<file path="src/rtl/mem_request_ctrl_pkg.sv">
// Shared definitions for the main-memory request controller: FSM encoding and
// refill block geometry.
package mem_request_ctrl_pkg;

  typedef enum logic [1:0] {
    ST_IDLE    = 2'd0,
    ST_WRITE   = 2'd1,
    ST_READ    = 2'd2,
    ST_RECOVER = 2'd3
  } state_t;

  localparam int BLOCK_WORDS = 4;
  localparam int BLK_OFF_W   = 2;

endpackage

</file>
<file path="src/rtl/mem_request_ctrl_if.sv">
// Main-memory request bus: the controller is the master, the memory the slave.
interface mem_request_ctrl_if
  import mem_request_ctrl_pkg::*;
#(
  parameter int WIDTH  = 32,
  parameter int ADDR_W = 10
);

  logic [ADDR_W-1:0]            mem_address;
  logic                         mem_write_en;
  logic                         mem_read_en;
  logic [WIDTH-1:0]             mem_write_data;
  logic                         mem_ready;
  logic [BLOCK_WORDS*WIDTH-1:0] mem_read_data;
  logic                         mem_error;

  modport master (
    output mem_address, mem_write_en, mem_read_en, mem_write_data, mem_error,
    input  mem_ready, mem_read_data
  );

  modport slave (
    input  mem_address, mem_write_en, mem_read_en, mem_write_data, mem_error,
    output mem_ready, mem_read_data
  );

endinterface

</file>
<file path="src/rtl/mem_wbuf_fifo.sv">
// Circular write buffer holding pending write-through stores (address + data).
// Push is refused while full, even if a pop happens in the same cycle.
module mem_wbuf_fifo #(
  parameter int WIDTH      = 32,
  parameter int ADDR_W     = 10,
  parameter int WBUF_DEPTH = 4
) (
  input  logic              clk,
  input  logic              reset,
  input  logic              push,
  input  logic [ADDR_W-1:0] push_addr,
  input  logic [WIDTH-1:0]  push_data,
  input  logic              pop,
  output logic              full,
  output logic              empty,
  output logic [ADDR_W-1:0] head_addr,
  output logic [WIDTH-1:0]  head_data
);

  localparam int PTR_W = $clog2(WBUF_DEPTH);

  logic [ADDR_W-1:0] addr_mem [WBUF_DEPTH];
  logic [WIDTH-1:0]  data_mem [WBUF_DEPTH];
  logic [PTR_W-1:0]  wr_ptr, rd_ptr;
  logic [PTR_W:0]    count;
  logic              do_push, do_pop;

  assign full    = (count == (PTR_W+1)'(WBUF_DEPTH));
  assign empty   = (count == '0);
  assign do_push = push && !full;
  assign do_pop  = pop && !empty;

  always_ff @(posedge clk or negedge reset) begin
    if (!reset) begin
      wr_ptr <= '0;
      rd_ptr <= '0;
      count  <= '0;
    end else begin
      if (do_push) wr_ptr <= wr_ptr + PTR_W'(1);
      if (do_pop)  rd_ptr <= rd_ptr + PTR_W'(1);
      case ({do_push, do_pop})
        2'b10:   count <= count + (PTR_W+1)'(1);
        2'b01:   count <= count - (PTR_W+1)'(1);
        default: count <= count;
      endcase
    end
  end

  // Storage carries no reset; validity is tracked by count alone.
  always_ff @(posedge clk) begin
    if (do_push) begin
      addr_mem[wr_ptr] <= push_addr;
      data_mem[wr_ptr] <= push_data;
    end
  end

  assign head_addr = addr_mem[rd_ptr];
  assign head_data = data_mem[rd_ptr];

endmodule

</file>
<file path="src/rtl/mem_request_ctrl.sv">
// Main-memory initiator: drains buffered write-through stores and issues
// 4-word refill reads, one request at a time. Optional MEM_REQ_TIMEOUT_EN
// adds a ready-wait timeout with a sticky mem_error flag.
module mem_request_ctrl
  import mem_request_ctrl_pkg::*;
#(
  parameter int  WIDTH       = 32,
  parameter int  DEPTH       = 1024,
  parameter int  WBUF_DEPTH  = 4,
  parameter int  TIMEOUT_CYC = 255,
  localparam int ADDR_W      = $clog2(DEPTH)
) (
  input  logic                         clk,
  input  logic                         reset,
  input  logic                         wr_req,
  input  logic [ADDR_W-1:0]            wr_addr,
  input  logic [WIDTH-1:0]             wr_data,
  output logic                         wr_accept,
  input  logic                         rd_req,
  input  logic [ADDR_W-1:0]            rd_addr,
  output logic                         rd_done,
  output logic [BLOCK_WORDS*WIDTH-1:0] rd_block,
  output logic                         wbuf_empty,
  output logic                         busy,
  mem_request_ctrl_if.master           mem
);

  localparam logic [ADDR_W-1:0] BLK_MASK = {{(ADDR_W-BLK_OFF_W){1'b1}}, {BLK_OFF_W{1'b0}}};

  state_t            state, state_nxt;
  logic              fifo_full, fifo_empty, fifo_pop;
  logic [ADDR_W-1:0] head_addr, addr_q;
  logic [WIDTH-1:0]  head_data, wdata_q;
  logic              waiting, tmo, finish;

  assign wr_accept  = wr_req && !fifo_full;
  assign wbuf_empty = fifo_empty;
  assign waiting    = (state == ST_WRITE) || (state == ST_READ);
  assign finish     = mem.mem_ready || tmo;
  assign fifo_pop   = (state == ST_WRITE) && finish;

  mem_wbuf_fifo #(
    .WIDTH(WIDTH), .ADDR_W(ADDR_W), .WBUF_DEPTH(WBUF_DEPTH)
  ) u_wbuf (
    .clk(clk), .reset(reset),
    .push(wr_req), .push_addr(wr_addr), .push_data(wr_data),
    .pop(fifo_pop), .full(fifo_full), .empty(fifo_empty),
    .head_addr(head_addr), .head_data(head_data)
  );

`ifdef MEM_REQ_TIMEOUT_EN
  localparam int CNT_W = $clog2(TIMEOUT_CYC + 1);
  logic [CNT_W-1:0] wait_cnt;
  logic             err_q;

  assign tmo = waiting && !mem.mem_ready && (wait_cnt == CNT_W'(TIMEOUT_CYC - 1));

  always_ff @(posedge clk or negedge reset) begin
    if (!reset) begin
      wait_cnt <= '0;
      err_q    <= 1'b0;
    end else begin
      if (!waiting)            wait_cnt <= '0;
      else if (!mem.mem_ready) wait_cnt <= wait_cnt + CNT_W'(1);
      if (tmo) err_q <= 1'b1;
    end
  end

  assign mem.mem_error = err_q;
`else
  assign tmo = 1'b0;
  // Constant 0 in this build; the timeout limit has no effect here.
  assign mem.mem_error = 1'b0 & (TIMEOUT_CYC > 0);
`endif

  always_ff @(posedge clk or negedge reset) begin
    if (!reset) state <= ST_IDLE;
    else        state <= state_nxt;
  end

  // Pending stores win over a refill so memory is current before any read.
  always_comb begin
    state_nxt = state;
    case (state)
      ST_IDLE: begin
        if (!fifo_empty)  state_nxt = ST_WRITE;
        else if (rd_req)  state_nxt = ST_READ;
      end
      ST_WRITE, ST_READ: if (finish) state_nxt = ST_RECOVER;
      ST_RECOVER:        state_nxt = ST_IDLE;
      default:           state_nxt = ST_IDLE;
    endcase
  end

  always_comb begin
    mem.mem_write_en   = (state == ST_WRITE);
    mem.mem_read_en    = (state == ST_READ);
    mem.mem_address    = addr_q;
    mem.mem_write_data = wdata_q;
    busy               = (state != ST_IDLE);
  end

  always_ff @(posedge clk or negedge reset) begin
    if (!reset) begin
      addr_q   <= '0;
      wdata_q  <= '0;
      rd_block <= '0;
      rd_done  <= 1'b0;
    end else begin
      rd_done <= (state == ST_READ) && finish;
      if (state == ST_IDLE) begin
        if (!fifo_empty) begin
          addr_q  <= head_addr;
          wdata_q <= head_data;
        end else if (rd_req) begin
          addr_q <= rd_addr & BLK_MASK;
        end
      end
      // An abandoned refill hands back an all-zero block.
      if (state == ST_READ) begin
        if (mem.mem_ready) rd_block <= mem.mem_read_data;
        else if (tmo)      rd_block <= '0;
      end
    end
  end

endmodule

</file>
<file path="src/flat_wrapper.sv">
// flat-port wrapper written by rule: the top's interface ports become plain ports
module mem_request_ctrl_flat import mem_request_ctrl_pkg::*;
#(
  parameter int  WIDTH       = 32,
  parameter int  DEPTH       = 1024,
  parameter int  WBUF_DEPTH  = 4,
  parameter int  TIMEOUT_CYC = 255,
  localparam int ADDR_W      = $clog2(DEPTH)
)
  (clk, reset, wr_req, wr_addr, wr_data, wr_accept, rd_req, rd_addr, rd_done, rd_block, wbuf_empty, busy, mem_mem_address, mem_mem_write_en, mem_mem_read_en, mem_mem_write_data, mem_mem_error, mem_mem_ready, mem_mem_read_data);
  mem_request_ctrl_if #(.WIDTH(WIDTH), .ADDR_W(ADDR_W)) mem_i ();
  input  logic clk;
  input  logic reset;
  input  logic wr_req;
  input  logic [ADDR_W-1:0] wr_addr;
  input  logic [WIDTH-1:0] wr_data;
  output logic wr_accept;
  input  logic rd_req;
  input  logic [ADDR_W-1:0] rd_addr;
  output logic rd_done;
  output logic [BLOCK_WORDS*WIDTH-1:0] rd_block;
  output logic wbuf_empty;
  output logic busy;
  output wire logic [$bits(mem_i.mem_address)-1:0] mem_mem_address;
  output wire logic [$bits(mem_i.mem_write_en)-1:0] mem_mem_write_en;
  output wire logic [$bits(mem_i.mem_read_en)-1:0] mem_mem_read_en;
  output wire logic [$bits(mem_i.mem_write_data)-1:0] mem_mem_write_data;
  output wire logic [$bits(mem_i.mem_error)-1:0] mem_mem_error;
  input wire logic [$bits(mem_i.mem_ready)-1:0] mem_mem_ready;
  input wire logic [$bits(mem_i.mem_read_data)-1:0] mem_mem_read_data;
  assign mem_mem_address = mem_i.mem_address;
  assign mem_mem_write_en = mem_i.mem_write_en;
  assign mem_mem_read_en = mem_i.mem_read_en;
  assign mem_mem_write_data = mem_i.mem_write_data;
  assign mem_mem_error = mem_i.mem_error;
  assign mem_i.mem_ready = mem_mem_ready;
  assign mem_i.mem_read_data = mem_mem_read_data;
  mem_request_ctrl #(.WIDTH(WIDTH), .DEPTH(DEPTH), .WBUF_DEPTH(WBUF_DEPTH), .TIMEOUT_CYC(TIMEOUT_CYC)) u_core (.clk(clk), .reset(reset), .wr_req(wr_req), .wr_addr(wr_addr), .wr_data(wr_data), .wr_accept(wr_accept), .rd_req(rd_req), .rd_addr(rd_addr), .rd_done(rd_done), .rd_block(rd_block), .wbuf_empty(wbuf_empty), .busy(busy), .mem(mem_i));
endmodule
</file>
<file path="config.mk">
export PLATFORM = sky130hd
export DESIGN_NAME = mem_request_ctrl_flat
export DESIGN_NICKNAME = d
export VERILOG_FILES = /design/src/rtl/mem_request_ctrl_pkg.sv /design/src/rtl/mem_request_ctrl_if.sv /design/src/rtl/mem_wbuf_fifo.sv /design/src/rtl/mem_request_ctrl.sv /design/src/flat_wrapper.sv
export SDC_FILE = /design/constraint.sdc
export NUM_CORES = 1
export LEC_CHECK = 0
export CAP_MARGIN = 10
export CORE_MARGIN = 2
export CORE_UTILIZATION = 50
export CTS_BUF_LIST = sky130_fd_sc_hd__clkbuf_4
export CTS_CLUSTER_SIZE = 25
export DETAILED_ROUTE_END_ITERATION = 8
export GPL_TIMING_DRIVEN = 0
export PLACE_DENSITY = 0.88
export SETUP_SLACK_MARGIN = 0.4
export SYNTH_ARGS = -nofsm -noshare
export SYNTH_HDL_FRONTEND = slang
export SYNTH_HIERARCHICAL = 1
export SYNTH_SLANG_ARGS = --single-unit
</file>
<file path="constraint.sdc">
create_clock -name clk -period 3.3 [get_ports clk]
set_clock_uncertainty 0.15 [all_clocks]
set_input_delay 0.495 -clock clk [delete_from_list [all_inputs] [get_ports clk]]
set_output_delay 0.495 -clock clk [all_outputs]
set_load 0.05 [all_outputs]
</file>
# Word level (Yosys, flattened, before mapping)
# Memories as Yosys holds them, arrays and structs flattened. A register that Yosys moved wholly into a read port is not among the register bits.
# Index checks and enable logic that the tools add are counted.
[word_totals]
memories = 2
inputBits = 185
word_cells = 48
out_inout_bits = 177
ramBits = 168
reg_bits = 148
[classes]
eq_ne = 9
bitwise = 1
n_reduce_logical = 16
n_addsub = 4
n_mux = 9
[mem_list]
columns = ["name", "words", "width", "rd", "rd_ports_with_merged_regs", "wr", "line_no", "rtl"]
rows = [
  ["u_core.u_wbuf.data_mem", 4, 32, 1, 1, 1, "mem_wbuf_fifo.sv:23", "logic [WIDTH-1:0] data_mem [WBUF_DEPTH];"],
  ["u_core.u_wbuf.addr_mem", 4, 10, 1, 0, 1, "mem_wbuf_fifo.sv:22", "logic [ADDR_W-1:0] addr_mem [WBUF_DEPTH];"],
]
[ops]
columns = ["op", "count"]
rows = [
  ["$mux 10", 2],
  ["$reduce_and 2->1", 4],
  ["$eq 2x2->1 const B", 3],
  ["$mux 2", 3],
  ["$pmux 2 s3", 1],
  ["$pmux 3 s2", 1],
  ["$add 2x1->2 const B", 2],
  ["$eq 2x1->1 const B", 2],
  ["$logic_and 1x1->1", 4],
  ["$ne 2x2->1 const B", 2],
  ["$reduce_bool 2->1", 2],
  ["$add 3x1->3 const B", 1],
  ["$eq 3x3->1 const B", 1],
  ["$logic_not 1->1", 3],
  ["$logic_not 3->1", 1],
  ["$ne 3x3->1 const B", 1],
  ["$sub 3x1->3 const B", 1],
  ["$logic_not 2->1", 1],
  ["$mux 1", 2],
  ["$reduce_or 2->1", 1],
  ["$not 1->1", 1],
]

# Logic depth before layout (Yosys ltp)
[depth]
word_depth = 5
ltp_mapped = 10
depth_no_buf = 10

# Modules after synthesis
# The synthesis kept the hierarchy.
[by_module_without_submodules]
columns = ["mod", "cells_each", "area_per_inst_um2", "seq_area_each_um2", "instances"]
rows = [
  ["mem_request_ctrl", 405, 7074.3, 4329.2, 1],
  ["mem_wbuf_fifo", 257, 6543.8, 5220.0, 1],
]

# Least setup slack after synthesis
# OpenSTA, ideal clock, no wires.
[synth_path]
path_type = "register to register"
from = "register u_core.u_wbuf.count[0]"
to = "register u_core.state[0]"
setup_ns = 0.125
path_buffers = 0
t_required_ns = 3.025
setup_slack_ns = 0.489
t_arrival_ns = 2.536
period_less_slack_ns = 2.811
stages_incl_launch_ff = 5
path_cell_list = "dfrtp_1 > nor3_1 > inv_1 > o32ai_2 > mux2_2"
[synth_via]
elab_chain_len = 3
word_cells_on_any_way = 5
cone_classes = "eq/ne (1); mux (2); reduce/logical (2)"
[synth_lines]
columns = ["item", "line_no", "rtl"]
rows = [
  ["start, declared", "mem_wbuf_fifo.sv:25", "logic [PTR_W:0] count;"],
  ["start signal, assigned", "mem_wbuf_fifo.sv:42", "2'b10: count <= count + (PTR_W+1)'(1);"],
  ["start signal, assigned", "mem_wbuf_fifo.sv:43", "2'b01: count <= count - (PTR_W+1)'(1);"],
  ["start signal, assigned", "mem_wbuf_fifo.sv:44", "default: count <= count;"],
  ["$logic_not 3->1 (*)", "mem_wbuf_fifo.sv:29", "assign empty = (count == '0);"],
  ["named net wbuf_empty", "flat_wrapper.sv:22", "output logic wbuf_empty;"],
  ["$mux 2 / $ne 3x3->1 (equally long branches)", "--", ""],
  ["$pmux 2 s3 / $reduce_and 2->1 (equally long branches)", "--", ""],
  ["end signal, assigned", "mem_request_ctrl.sv:78", "else state <= state_nxt;"],
  ["end, declared", "mem_request_ctrl.sv:30", "state_t state, state_nxt;"],
]
# The timed path passes the listed nets; every way through them passes the cells marked *.
# A chain may end at the register's enable or synchronous reset.

# Worst setup path in the final report
[layout_path]
from = "register u_core.state[1]"
to = "output busy"
[layout_via]
elab_chain_len = 1
[layout_lines]
columns = ["item", "line_no", "rtl"]
rows = [
  ["$reduce_bool 2->1", "mem_request_ctrl.sv:100", "busy = (state != ST_IDLE);"],
  ["end, declared", "flat_wrapper.sv:23", "output logic busy;"],
]
# No other way between the ends.

==> impl_metrics.ini <==
[status]
outcome = finished clean

[cells_and_area]
area_delta_synth_final_pct = 38.4
nNetsFinal = 1311
ff_latch_area_um2 = 9550
stdcell_count = 1522
final_cell_area_um2 = 18800
fillers = 1706
drive_gt1_share_pct = 32.3
multi_input_area_um2 = 3680

[logic_synthesis]
yosysWarnings = 6
yosysSeqAreaShare_pct = 70.1
synth_area_um2 = 13600
async_flop_share_pct = 51.7
synth_edf_count = 168
synth_ff_type = dfrtp_1
synthCells = 662
synthDistinctLibCells = 33
syn-num-nets = 857
syn_area_per_cell_um2 = 20.6
ys_seq_elements = 348

[timing]
finalCritPeriodShare_pct = 80.7
timing.hold.ws_ps = 204
fin_crit_ps = 2660
fmax_mhz = 376
rsz0062_at_grt = no
setup_violations = 0
report.final.slew_viol_count = 0
worst_pin_slew_ps = 733
max-slew-margin-rel_pct = 51.0
final-hold-violation-count = 0

[critical_path]
end_kind = output pin
slowest_stage = dlygate4sd2_1
path_max_fanout = 3
reg2reg_depth = 10
crit_family = buffers and inverters
critPathMaxStageDelay_ps = 530
path_cells = inv_1, ha_1, inv_1, dlygate4sd2_1
path_depth = 4
crit_top_cell = inv_1
cp.arrival_ps = 2020
path_buf_inv = 3
worst-r2r-setup-slack_ps = 910
startpoint_type = flip-flop
crit_required_ps = 2650
critPathKind = flip-flop to output pin

[grt]
grt_overflow = 0
grt_pass1_wl_um = 50900
grt_use_total_pct = 24.1
grt_max_degree = 102
grt_pass1_vias = 8572
antenna_found_initial = 7

[placed_design]
placed_cell_area_um2 = 17800
place_congestion = 0.818
hpwl_um = 24200
port_buffers = 358
dp_cells = 1366

[route]
detail_route.wl_per_cell_um = 22.7
post-route-drc-count = 0
firstDrtPassIters = 5
via_count = 7986
antenna_left = 0
vias_per_cell = 5.25
wl_um = 34600
drt_iter0_drc = 376

[cts]
numCtsBuffers = 88
ctsHtreeMaxLevel = 3
cts_tree = done
clk_pin_slew_ps = 60
cts_sinks = 348
cts-root-buf = clkbuf_4
cts.path.max_buffers = 3
clk-insertion-delay-late_ps = 710
cts_setup_buffers = 0

[run]
max_cap_violations = 0

[floorplanning]
core_area_um2 = 26900
rows = 60
initial_core_util_pct = 50.7
fp.dieH_um = 169
top_level_ports = 362
die_area_um2 = 28600
die_w_um = 169

[pwr]
finalPower_uw = 21400
p_per_area_nw_per_um2 = 1130
ir_drop_mv = 0.592
p_leak_uw = 0.00747

[worst_hold_path]
hold_path_class = input pin to async pin
state kept, by name (all words and copies together), names as in the netlist:
register and flops:
u_core/mem.mem_address 10, u_core/mem.mem_write_data 32, u_core/rd_block 128, u_core/rd_done 1, u_core/state 2, u_core/u_wbuf/addr_mem 40
u_core/u_wbuf/count 3, u_core/u_wbuf/data_mem 128, u_core/u_wbuf/rd_ptr 2, u_core/u_wbuf/wr_ptr 2
cell usage in the layout, fill, tap and decap left out, types with 2 or more instances in the layout:
| master | synthesis | final |
|---|---|---|
| a21oi_1 | 8 | 8 |
| a22o_1 | 2 | 2 |
| and2_2 | 0 | 4 |
| buf_12 | 4 | 7 |
| buf_16 | 0 | 2 |
| buf_2 | 13 | 13 |
| buf_6 | 3 | 3 |
| buf_8 | 11 | 12 |
| clkbuf_4 | 0 | 126 |
| clkdlybuf4s50_1 | 0 | 352 |
| clkinv_1 | 0 | 20 |
| clkinv_4 | 0 | 3 |
| dfrtp_1 | 180 | 180 |
| diode_2 | 0 | 2 |
| dlymetal6s2s_1 | 0 | 3 |
| edfxtp_1 | 168 | 168 |
| ha_1 | 9 | 9 |
| inv_1 | 12 | 12 |
| inv_6 | 0 | 2 |
| mux2_2 | 62 | 62 |
| mux2_4 | 101 | 101 |
| mux4_1 | 4 | 4 |
| mux4_2 | 38 | 38 |
| nand2_1 | 2 | 2 |
| nand2b_1 | 2 | 2 |
| nor2_1 | 2 | 2 |
| o21ai_0 | 3 | 3 |
| o22ai_1 | 16 | 16 |
| xnor2_1 | 3 | 3 |
| xor2_1 | 3 | 3 |
cell families (layout without fill, tap and decap cells):
logic type / after synthesis / count (layout) / share of synthesized area [%]
AO/OA/AOI/OAI: 31 / 31 / 1.45
AND/OR/NAND/NOR: 16 / 16 / 0.735
adder cells (fa/ha/maj): 10 / 10 / 0.974
XOR/XNOR: 6 / 6 / 0.386
buffers and inverters: 44 / 561 / 2.91
multiplexers: 206 / 206 / 23.4
flip-flops: 348 / 348 / 70.1
other: 1 / 3 / 0.0275
metrics by stage:
step | util [%] | setup TNS (ps) | setup WS (ps)
6_report | 70.1 | 0 | 639
5_1_grt | 70.1 | 0 | 477
4_1_cts | 70.1 | 0 | 402
3_5_place_dp | 66.1 | 0 | 577
3_3_place_gp | 65.6 | -1199830 | -6340
2_1_floorplan | - | 0 | 489
where the power goes:
| group | switching (µW) | total (µW) | internal [µW] |
|---|---|---|---|
| logic | 6480 | 11000 | 4490 |
| clock network | 1720 | 3480 | 1770 |
| registers | 740 | 6910 | 6170 |
synth_stat cells (3+ instances only):
cell      instances  area (µm²)
a21oi_1           8        40.0
and2_1            5        31.3
buf_12            4        80.1
buf_2            13        65.1
buf_6             3        33.8
buf_8            11         165
dfrtp_1         180        4500
edfxtp_1        168        5040
ha_1              9         113
inv_1            12        45.0
mux2_2           62         698
mux2_4          101        1520
mux4_1            4         105
mux4_2           38         856
o21ai_0           3        15.0
o22ai_1          16         100
xnor2_1           3        26.3
xor2_1            3        26.3
path summary, 6_finish.rpt:
kind	start	to
setup / recovery	u_core/state[1]	busy
hold / removal	reset	u_core/mem.mem_write_data[17]
setup reg to reg	u_core/state[1]	u_core/u_wbuf/count[2]
hold reg to reg	u_core/mem.mem_write_data[4]	u_core/mem.mem_write_data[4]
max in group asynchronous	reset	u_core/rd_block[18]
min in group clk	mem_mem_read_data[45]	u_core/rd_block[45]
per-layer routing:
layer  track usage (%)  vias to the layer above  wire length (µm)
li1                  -                     3495                 -
met1              26.2                     4024             12100
met2              40.2                      358             17300
met3              10.7                       99              3600
met4              12.0                       10              1530
met5                 0                        -                53
cell type report:
class / count / share of cell area (%)
Sequential cell: 348 / 50.7
Timing Repair Buffer: 364 / 19.7
Inverter: 12 / 0.239
Multi-Input combinational cell: 270 / 19.5
Tap cell: 341 / 2.26
Clock inverter: 27 / 0.697
Antenna cell: 2 / 0.0266
Buffer: 32 / 1.87
Clock buffer: 126 / 5.02
timing repair:
item                                    in CTS  in global routing
hold buffers                                 1                  0
endpoints found under the hold margin       79                  0
pin swaps                                    0                  0
endpoints found under the setup margin       2                  4
gates resized for setup                      2                  6
worst reg2reg max path, stage by stage, from the launching register on:
cell	delay, ps
dfrtp_1	400
inv_1	120
ha_1	170
and2_1	140
o31a_1	260
ha_1	220
inv_1	60
fa_1	370
xor2_1	150
nor2_1	110
xor2_1	150
Power figures use the tool's default switching activity.
